`config.mk`:
```
export PLATFORM = sky130hd
export DESIGN_NAME = instr_seq_ctrl
export DESIGN_NICKNAME = d
export VERILOG_FILES = /design/src/rtl/instr_seq_ctrl.sv
export SDC_FILE = /design/constraint.sdc
export NUM_CORES = 1
export LEC_CHECK = 0
export BUFFER_PORTS_ARGS = -buffer_cell sky130_fd_sc_hd__buf_2
export CAP_MARGIN = 20
export CORE_MARGIN = 2
export CORE_UTILIZATION = 47
export CTS_CLUSTER_SIZE = 24
export DETAILED_ROUTE_END_ITERATION = 10
export PLACE_DENSITY = 0.81
export RECOVER_POWER = 100
export SYNTH_ARGS = -nofsm -noshare
export SYNTH_HDL_FRONTEND = slang
export SYNTH_SLANG_ARGS = --single-unit
```
`constraint.sdc`:
```
create_clock -name CLK -period 1.99 [get_ports CLK]
set_input_delay 0 -clock CLK [delete_from_list [all_inputs] [get_ports CLK]]
set_output_delay 0 -clock CLK [all_outputs]
set_load 0.01 [all_outputs]
```
`src/rtl/instr_seq_ctrl.sv`:
```
// Fetch/decode/execute sequencer: owns the PC, issues memory reads/writes and one-cycle control strobes.
// Latency: NOP takes 5 cycles (fetch, load, 2 IR wait, decode); mem_req is held until mem_ack or a 15-cycle timeout.
module instr_seq_ctrl #(
    parameter int WORD_SIZE   = 19,
    parameter int OPCODE_W    = 5,
    parameter int ADDR_W      = WORD_SIZE - OPCODE_W,
    parameter int IR_LAT      = 2,
    parameter int MEM_TIMEOUT = 15
) (
    input  logic                CLK,
    input  logic                RST_N,
    input  logic                run,
    output logic                mem_req,
    output logic                mem_we,
    output logic [ADDR_W-1:0]   mem_addr,
    input  logic                mem_ack,
    output logic                load_reg,
    output logic [2:0]          load_select,
    input  logic [OPCODE_W-1:0] opcode,
    input  logic [ADDR_W-1:0]   ir_addr,
    input  logic                acc_zero,
    output logic                alu_en,
    output logic [OPCODE_W-1:0] alu_op,
    output logic [ADDR_W-1:0]   pc,
    output logic                halted,
    output logic                fault
);

    localparam int TMO_W  = $clog2(MEM_TIMEOUT + 1);
    localparam int WAIT_W = $clog2(IR_LAT + 1);

    localparam logic [2:0] LOAD_IR  = 3'd0;
    localparam logic [2:0] LOAD_ACC = 3'd1;

    localparam logic [OPCODE_W-1:0] OP_NOP    = OPCODE_W'(8'h00);
    localparam logic [OPCODE_W-1:0] OP_LOAD   = OPCODE_W'(8'h01);
    localparam logic [OPCODE_W-1:0] OP_STORE  = OPCODE_W'(8'h02);
    localparam logic [OPCODE_W-1:0] OP_JMP    = OPCODE_W'(8'h03);
    localparam logic [OPCODE_W-1:0] OP_JZ     = OPCODE_W'(8'h04);
    localparam logic [OPCODE_W-1:0] OP_ALU_LO = OPCODE_W'(8'h08);
    localparam logic [OPCODE_W-1:0] OP_ALU_HI = OPCODE_W'(8'h0F);
    localparam logic [OPCODE_W-1:0] OP_HALT   = OPCODE_W'(8'h1F);

    typedef enum logic [3:0] {
        S_IDLE, S_FETCH, S_LOAD, S_WAIT_IR, S_DECODE, S_MEM, S_LDACC, S_EXEC, S_HALT
    } state_t;

    state_t                state_q, state_d;
    logic [ADDR_W-1:0]     pc_q, pc_d;
    logic [OPCODE_W-1:0]   op_q, op_d;
    logic [ADDR_W-1:0]     addr_q, addr_d;
    logic                  fault_q, fault_d;
    logic [TMO_W-1:0]      tmo_q, tmo_d;
    logic [WAIT_W-1:0]     wait_q, wait_d;

    always_ff @(posedge CLK) begin
        if (!RST_N) begin
            state_q <= S_IDLE;
            pc_q    <= '0;
            op_q    <= '0;
            addr_q  <= '0;
            fault_q <= 1'b0;
            tmo_q   <= '0;
            wait_q  <= '0;
        end else begin
            state_q <= state_d;
            pc_q    <= pc_d;
            op_q    <= op_d;
            addr_q  <= addr_d;
            fault_q <= fault_d;
            tmo_q   <= tmo_d;
            wait_q  <= wait_d;
        end
    end

    always_comb begin
        state_d     = state_q;
        pc_d        = pc_q;
        op_d        = op_q;
        addr_d      = addr_q;
        fault_d     = fault_q;
        tmo_d       = '0;
        wait_d      = '0;
        mem_req     = 1'b0;
        mem_we      = 1'b0;
        mem_addr    = '0;
        load_reg    = 1'b0;
        load_select = LOAD_IR;
        alu_en      = 1'b0;
        alu_op      = '0;

        case (state_q)
            S_IDLE: if (run) state_d = S_FETCH;
            S_FETCH: begin
                mem_req  = 1'b1;
                mem_addr = pc_q;
                if (mem_ack) state_d = S_LOAD;
            end
            S_LOAD: begin
                load_reg = 1'b1;
                pc_d     = pc_q + 1'b1;
                state_d  = S_WAIT_IR;
            end
            S_WAIT_IR: begin
                if (wait_q == WAIT_W'(IR_LAT - 1)) state_d = S_DECODE;
                else                               wait_d  = wait_q + 1'b1;
            end
            S_DECODE: begin
                // Opcode and operand are captured here so later states do not depend on the IR holding them.
                op_d    = opcode;
                addr_d  = ir_addr;
                state_d = S_FETCH;
                if (opcode == OP_NOP) begin
                    state_d = S_FETCH;
                end else if (opcode == OP_LOAD || opcode == OP_STORE) begin
                    state_d = S_MEM;
                end else if (opcode == OP_JMP) begin
                    pc_d = ir_addr;
                end else if (opcode == OP_JZ) begin
                    if (acc_zero) pc_d = ir_addr;
                end else if (opcode >= OP_ALU_LO && opcode <= OP_ALU_HI) begin
                    state_d = S_EXEC;
                end else if (opcode == OP_HALT) begin
                    state_d = S_HALT;
                end else begin
                    fault_d = 1'b1;
                    state_d = S_HALT;
                end
            end
            S_MEM: begin
                mem_req  = 1'b1;
                mem_addr = addr_q;
                mem_we   = (op_q == OP_STORE);
                if (mem_ack) state_d = (op_q == OP_LOAD) ? S_LDACC : S_FETCH;
            end
            S_LDACC: begin
                load_reg    = 1'b1;
                load_select = LOAD_ACC;
                state_d     = S_FETCH;
            end
            S_EXEC: begin
                alu_en  = 1'b1;
                alu_op  = op_q;
                state_d = S_FETCH;
            end
            S_HALT:  state_d = S_HALT;
            default: state_d = S_IDLE;
        endcase

        // Shared watchdog for both request states; an ack on the last allowed cycle still wins.
        if (mem_req && !mem_ack) begin
            if (tmo_q == TMO_W'(MEM_TIMEOUT - 1)) begin
                fault_d = 1'b1;
                state_d = S_HALT;
            end else begin
                tmo_d = tmo_q + 1'b1;
            end
        end
    end

    assign pc     = pc_q;
    assign halted = (state_q == S_HALT);
    assign fault  = fault_q;

endmodule
```
Word-level counts from Yosys, hierarchy flattened
Cells that the tools add are included.
Widths: inputs -> output; s select.
{"block": "totals", "reg_bits": 44, "inputBits": 24, "out_inout_bits": 42}
{"block": "classes", "n_addsub": 3, "n_lt_le_gt_ge": 2, "eq_ne": 21, "mux": 35, "bitwise_logic": 3, "reduce_logical": 13}
{"operator": "$mux 14", "count": 5}
{"operator": "$pmux 14 s2", "count": 2}
{"operator": "$mux 4", "count": 11}
{"operator": "$pmux 4 s8", "count": 1}
{"operator": "$eq 4x3->1 const B", "count": 4}
{"operator": "$eq 5x2->1 const B", "count": 3}
{"operator": "$add 14x1->14 const B", "count": 1}
{"operator": "$mux 1", "count": 14}
{"operator": "$eq 5x1->1 const B", "count": 2}
{"operator": "$eq 4x2->1 const B", "count": 2}
{"operator": "$eq 4x4->1 const B", "count": 2}
{"operator": "$ne 3x3->1 const B", "count": 2}
{"operator": "$reduce_or 2->1", "count": 3}
{"operator": "$reduce_or 3->1", "count": 2}
{"operator": "$eq 5x3->1 const B", "count": 1}
{"operator": "$eq 5x5->1 const B", "count": 1}
{"operator": "$ge 5x4->1 const B", "count": 1}
{"operator": "$le 5x4->1 const B", "count": 1}
{"operator": "$logic_not 5->1", "count": 1}
{"operator": "$mux 5", "count": 1}
{"operator": "$reduce_and 5->1", "count": 1}
{"operator": "$add 4x1->4 const B", "count": 1}
{"operator": "$eq 4x1->1 const B", "count": 1}
{"operator": "$logic_not 4->1", "count": 1}
{"operator": "9 further kinds", "count": 13}

Longest topological paths before layout
Gate-level depths: netlist (run 1).
{"block": "logic_depth", "ltp_word": 10, "mapped_depth": 8, "depth_no_buf": 7}

Worst setup path before layout (run 1)
Ideal clock, no wire load.
{"block": "synth_path", "path_kind": "reg-to-reg", "startpoint": "reg state_q[0]", "endpoint": "reg pc_q[13], in the netlist pc[13]", "setup_time_ns": 0.134, "arrival_time_ns": 1.722, "required_ns": 1.856, "setup_slack_ns": 0.134, "stages_incl_launch_ff": 9, "path_buffers": 3, "cell_sequence": "dfxtp_1 -> buf_2 -> nor4b_4 -> o211ai_1 -> a32o_1 -> buf_2 -> buf_2 -> a21oi_1 -> o32ai_2"}
{"block": "synth_between", "elab_chain_len": 3}
{"item": "start, declared", "line": "48", "text": "state_t state_q, state_d;"}
{"item": "start signal, assigned", "line": "66", "text": "state_q <= state_d;"}
{"item": "$eq 4x3->1 / $eq 4x2->1 (equally long branches)", "line": "92", "text": "case (state_q)"}
{"item": "$ne 3x3->1 (no line) (tied with other cells)"}
{"item": "$reduce_and 5->1 (no line)"}
{"item": "end signal, assigned", "line": "67", "text": "pc_q <= pc_d;"}
{"item": "end, declared", "line": "49", "text": "logic [ADDR_W-1:0] pc_q, pc_d;"}
Several ways; a longest one is shown, not always the timed one.
A chain may end at the register's enable or synchronous reset.

Worst setup path in the final report (run 1)
{"block": "layout_path", "startpoint": "reg state_q[2]", "endpoint": "reg pc_q[13], in the netlist pc[13]"}
The elaborated chain is that of the path after synthesis.

==> results of run 1 <==
[sequential cells by signal, summed over array words and instances, names as in the netlist]
signal   count
fault        1
addr_q      14
op_q         5
state_q      4
wait_q       2
tmo_q        4
pc          14
[cell families after synthesis]
family / after synthesis / share of synthesized area, %
and+or+nand+nor: 133 / 27.0
muxes: 1 / 0.423
DFF: 44 / 37.2
other: 1 / 0.159
AOI/OAI and AO/OA: 92 / 26.1
buffers and inverters: 31 / 5.87
xor gates and xnor gates: 3 / 1.11
adders and majority gates: 4 / 2.12
[worst max-delay path, cell delays in order, from the launching register on]
cell and delay, ns:
dfxtp_1 0.45, nor4b_4 0.32, clkbuf_4 0.21, buf_4 0.29
nand2_1 0.14, o31a_1 0.12, o32ai_1 0.23
[cell type report]
class | count | area, um^2
flip-flops and latches | 44 | 881
repair buffers | 99 | 583
multi-input cells | 235 | 1340
clock inverters | 1 | 5.00
fillers | 458 | 1790
inverters | 8 | 30.0
well taps | 67 | 83.8
clock buffers | 6 | 72.6
[synth_stat cells (all sizes together), types with 6 or more instances]
| cell | count | share of area, % |
|---|---|---|
| a21oi | 37 | 7.8 |
| dfxtp | 44 | 37 |
| inv | 8 | 1.3 |
| nand2 | 56 | 8.9 |
| clkbuf | 12 | 1.9 |
| buf | 11 | 2.7 |
| nor2 | 29 | 4.6 |
| o21ai | 10 | 2.1 |
| and2 | 7 | 1.9 |
| a22o | 14 | 5.2 |
| nand3 | 10 | 2.1 |
| nor3 | 6 | 1.3 |
[report_power, final]
part / switching [mW] / leakage (nW) / total [mW] / internal (mW)
Sequential: 0.0103 / 0.355 / 0.897 / 0.887
Combinational: 0.103 / 0.721 / 0.182 / 0.0795
Clock: 0.296 / 0.0410 / 0.535 / 0.239
Total: 0.409 / 1.12 / 1.61 / 1.21
[metal layers]
layer	vias up	track usage [%]	part of all wire (%)
met5	-	0	0
li1	1258	-	-
met2	80	36.5	47
met3	6	4.28	5.7
met4	0	8.13	1.1
met1	1154	31.2	47
[through the flow]
step,util (%),hold WS [ns],std cells
floorplan,-,0.136,310
global placement,58.5,0.266,435
detailed placement,58.5,0.276,435
CTS,63.5,0.00111,458
global route,62.6,0.0150,460
finish,62.6,0.00861,460
[worst paths after layout]
kind | to | slack [ns] | depth (start not counted)
max reg2reg | pc[13] | 0.13 | 6
min | op_q[0] | 0.009 | 3
max | pc[13] | 0.13 | 6
min reg2reg | wait_q[0] | 0.44 | 1
[repair_timing]
action	4_1_cts	5_1_grt
setup buffers	0	2
hold buffers	16	0
hold endpoints to repair	16	0
setup endpoints to repair	0	2
==> results by group, run 1 <==
Outcome
  • Run status: complete, no violations

Min path
  • Hold Crit Class: input pin to register
  • Hold Startpoint: opcode[0]

CTS
  • Clk slew on worst S/H paths: about 0.080 ns
  • Clock Latency Late Sink: ~0.30 ns
  • Clock buffer count from CTS: 5
  • H-tree depth: 2
  • CTS tree: built
  • Clock Sinks: 44
  • Post-CTS Resized: 0
  • Root Driver: clkbuf_8
  • CTS Buffer Depth: 2

Die
  • Boundary Pins: 66
  • Cell Rows: 25
  • DIE AREA: 5610 um^2
  • Die H: between 70 and 80 um
  • Initial Util: around half
  • Core Area: ~4800 um^2
  • Die width: roughly 75 um

Timing
  • Worst slew margin: 54.5%
  • Fin crit share: between 90% and 100%
  • Worst slew pin tran: 0.682 ns
  • Max Clk Rate: 539 MHz
  • Clock skew: approximately 0.0099 ns
  • Final hold violations: 0
  • Fin crit period: around 1.9 ns
  • Final setup viols: 0
  • Setup slack after layout: roughly 0.13 ns
  • Slew Viols, Final: 0
  • RSZ-0062 raised after global routing: no
  • Setup TNS: 0 ns

Placement
  • Pre-CTS setup slack: 0.143 ns
  • Dpl hpwl: around 4300 um
  • Post-place instance area: ~2800 um^2
  • IO buf count: 63
  • Gpl congestion: 0.914

Yosys
  • Seq cells post-synth: 44
  • Average size of a mapped cell: between 7 and 8 um^2
  • Cells after synthesis: 309
  • EDFF count, synth: 0
  • Yosys Warn Count: 0
  • Post-synth top flop: dfxtp_1
  • Synth async-reset ratio: 0%
  • Sequential area share after synthesis: between 30 and 40%
  • Synthesized cell area: about 2400 um^2
  • Distinct cells, synth: 53

GRT
  • Initial antenna violation count: 0
  • Vias in the first global route: approximately 2100
  • Total GRT Usage: 22.9%
  • GRT overflow: 0
  • Largest net degree at the start of global routing: 28
  • First-pass GRT wire length: 9890 um

Finish
  • Final instance area: around 3000 um^2
  • Area grow syn2layout: 26.7%
  • N_diodes: 0
  • Commonest non-fill, non-tap cell in the layout: nand2_1
  • Most frequent cells in the layout: 56 x nand2_1, 44 x dfxtp_1, 37 x a21oi_1
  • Layout cells sized above 1: about 17%
  • Fin nets: 421

Routing
  • Drt drc: 0
  • DRT iter0 DRCs: 216
  • Avg WL per Cell: 13.4 um
  • Vias: 2498
  • Pre-antenna DRT Iters: 4
  • Via/cell ratio: about 5.4
  • Routed Wire Length: about 6200 um
  • Routed Antenna Nets: 0

Job
  • Max Cap Violations: 0

Setup path
  • Worst EP required: about 2.2 ns
  • FF-to-FF Start: state_q[2]
  • CP endpoint kind: register
  • Critical Setup Path Class: register to register
  • Crit. Startpoint: state_q[2]
  • Crit path max fanout: 27
  • CP startpoint kind: register
  • Crit path arrival time: approximately 2 ns

Power
  • Pleak: around 1.1 nW
  • Overall Power: 1.61 mW
  • VDD IR max: between 300 and 400 uV
  • Power per Cell Area: ~540 nW/um^2
No activity file was read; power rests on OpenSTA's default activity.
==> inputs of run 2 (changes only) <==
CORE_UTILIZATION = 52   (was 47)
GPL_ROUTABILITY_DRIVEN = 0   (was unset)
PLACE_DENSITY = 0.85   (was 0.81)
clock period = 1.97 ns   (was 1.99 ns; I/O delays follow)
==> results by group, run 2 (synthesized netlist as in run 1, its figures left out) <==
Power
  • Overall Power: around 1.7 mW
  • Power per Cell Area: about 560 nW/um^2
  • VDD IR max: around 380 uV
  • Pleak: around 1.1 nW

Routing
  • Drt drc: 0
  • Pre-antenna DRT Iters: 4
  • Vias: 2535
  • Routed Antenna Nets: 0
  • Avg WL per Cell: about 14 um
  • DRT iter0 DRCs: around 220
  • Routed Wire Length: about 6300 um
  • Via/cell ratio: approximately 5.8

CTS
  • Root Driver: clkbuf_8
  • Clock Sinks: 44
  • Clock Latency Late Sink: 0.30 ns
  • Post-CTS setup buffer count: 0
  • CTS tree: built
  • CTS Buffer Depth: 2
  • Clk slew on worst S/H paths: roughly 0.080 ns
  • Clock buffer count from CTS: 5
  • H-tree depth: 2

Die
  • Initial Util: 54.3%
  • DIE AREA: about 5100 um^2
  • Cell Rows: 24
  • Die width: slightly above 70 um
  • Boundary Pins: between 60 and 70
  • Die H: about 70 um
  • Core Area: about 4400 um^2

Timing
  • Setup slack after layout: between 0.1 and 0.15 ns
  • RSZ-0062 raised after global routing: no
  • Fin crit period: approximately 1.8 ns
  • Fin crit share: between 90% and 100%
  • Slew Viols, Final: 0
  • Setup TNS: 0 ns
  • Clock skew: between 0.01 and 0.015 ns
  • Max Clk Rate: around 550 MHz
  • Worst slew margin: 59.8%
  • Worst slew pin tran: about 0.60 ns
  • Final setup viols: 0
  • Final hold violations: 0
  • Min Hold Slack: roughly 0.00084 ns

Finish
  • Layout cells sized above 1: between 10 and 15%
  • Final Non-Filler Cells: about 440
  • Fin nets: slightly above 400
  • N_diodes: 0
  • Area grow syn2layout: 25.7%
  • Filler cells: just over 400
  • Most frequent cells in the layout: 56 x nand2_1, 43 x dfxtp_1, 37 x a21oi_1
  • Commonest non-fill, non-tap cell in the layout: nand2_1

GRT
  • Largest net degree at the start of global routing: 35
  • Initial antenna violation count: 0
  • First-pass GRT wire length: between 10000 and 15000 um
  • Vias in the first global route: 2297
  • Total GRT Usage: 25.0%
  • GRT overflow: 0

Setup path
  • Max incr delay on CP: roughly 0.36 ns
  • Worst EP required: 1.97 ns
  • CP endpoint kind: primary output
  • Crit path max fanout: 8
  • CP startpoint kind: register
  • Worst path slowest cell: dfxtp_1
  • Worst-path cell chain: buf_4, inv_1, nand2_1, nor2_1, clkbuf_2, a22o_1, clkbuf_1
  • Crit path arrival time: ~1.8 ns
  • Crit path buf inv count: 4
  • Largest delay share family, worst path: buffers and inverters
  • Critical Setup Path Class: register to primary output

Placement
  • IO buf count: 63
  • Dpl cells: a little over 400
  • Pre-CTS setup slack: 0.159 ns
  • Dpl hpwl: 4300 um

Outcome
  • Run status: complete, no violations

Job
  • Max Cap Violations: 0

Min path
  • Hold Crit Class: input pin to register
==> run 2: changes by cell type in the layout (fill, tap and decap cells not counted), sizes merged <==
| cell | delta |
|---|---|
| clkinv | +1 |
| buf | -4 |
| clkbuf | -3 |
==> run 2: report_power, final <==
group | switching, mW | internal (mW) | leakage [nW] | total, mW
Combinational | 0.0979 | 0.0770 | 0.664 | 0.175
Sequential | 0.0141 | 0.896 | 0.355 | 0.911
Clock | 0.307 | 0.280 | 0.0510 | 0.587
Total | 0.419 | 1.25 | 1.07 | 1.67
==> run 2: final cells by class <==
cell class | count | area (um^2) | share of cell area (%)
multi-input cells | 235 | 1350 | 45.5
flip-flops and latches | 44 | 882 | 29.7
repair buffers | 92 | 551 | 18.5
clock buffers | 6 | 82.6 | 2.78
well taps | 52 | 65.1 | 2.19
inverters | 8 | 30.0 | 1.01
clock inverters | 2 | 10.0 | 0.337
==> run 2: final timing paths <==
path	slack (ns)	cells past startpoint	end	startpoint
hold / removal	0.0008	3	op_q[0]	opcode[0]
setup / recovery	0.15	7	mem_addr[1]	state_q[3]
hold reg to reg	0.45	1	wait_q[0]	wait_q[0]
setup reg to reg	0.18	6	pc[7]	state_q[0]
==> run 2: per-layer routing <==
metal  part of all wire (%)  routed length [um]  up-vias  GRT usage (%)
met5                      0                   0        -              0
met4                    1.1                  71        0           7.97
met3                    5.5                 344        7           3.38
met2                     48                3030       88           41.8
met1                     45                2830     1196           33.7
li1                       -                   -     1244              -
==> run 2: timing repair <==
item / 4_1_cts / 5_1_grt
endpoints found under the setup margin: 0 / 4
hold endpoints to repair: 16 / 0
hold buffers: 16 / 0
resized for setup: 0 / 2
==> run 2: worst min-delay path, delay by kind of cell <==
kind                   cells  cell delay [ns]
buffers and inverters      1             0.14
AOI/OAI and AO/OA          1             0.05
and+or+nand+nor            1             0.06
==> run 2: through the flow <==
step	utilization (%)	cell area (um^2)
after floorplan	-	2370
after global placement	63.6	2770
after detailed placement	63.6	2770
after CTS	69.4	3020
after global routing	68.2	2970
final	68.2	2970
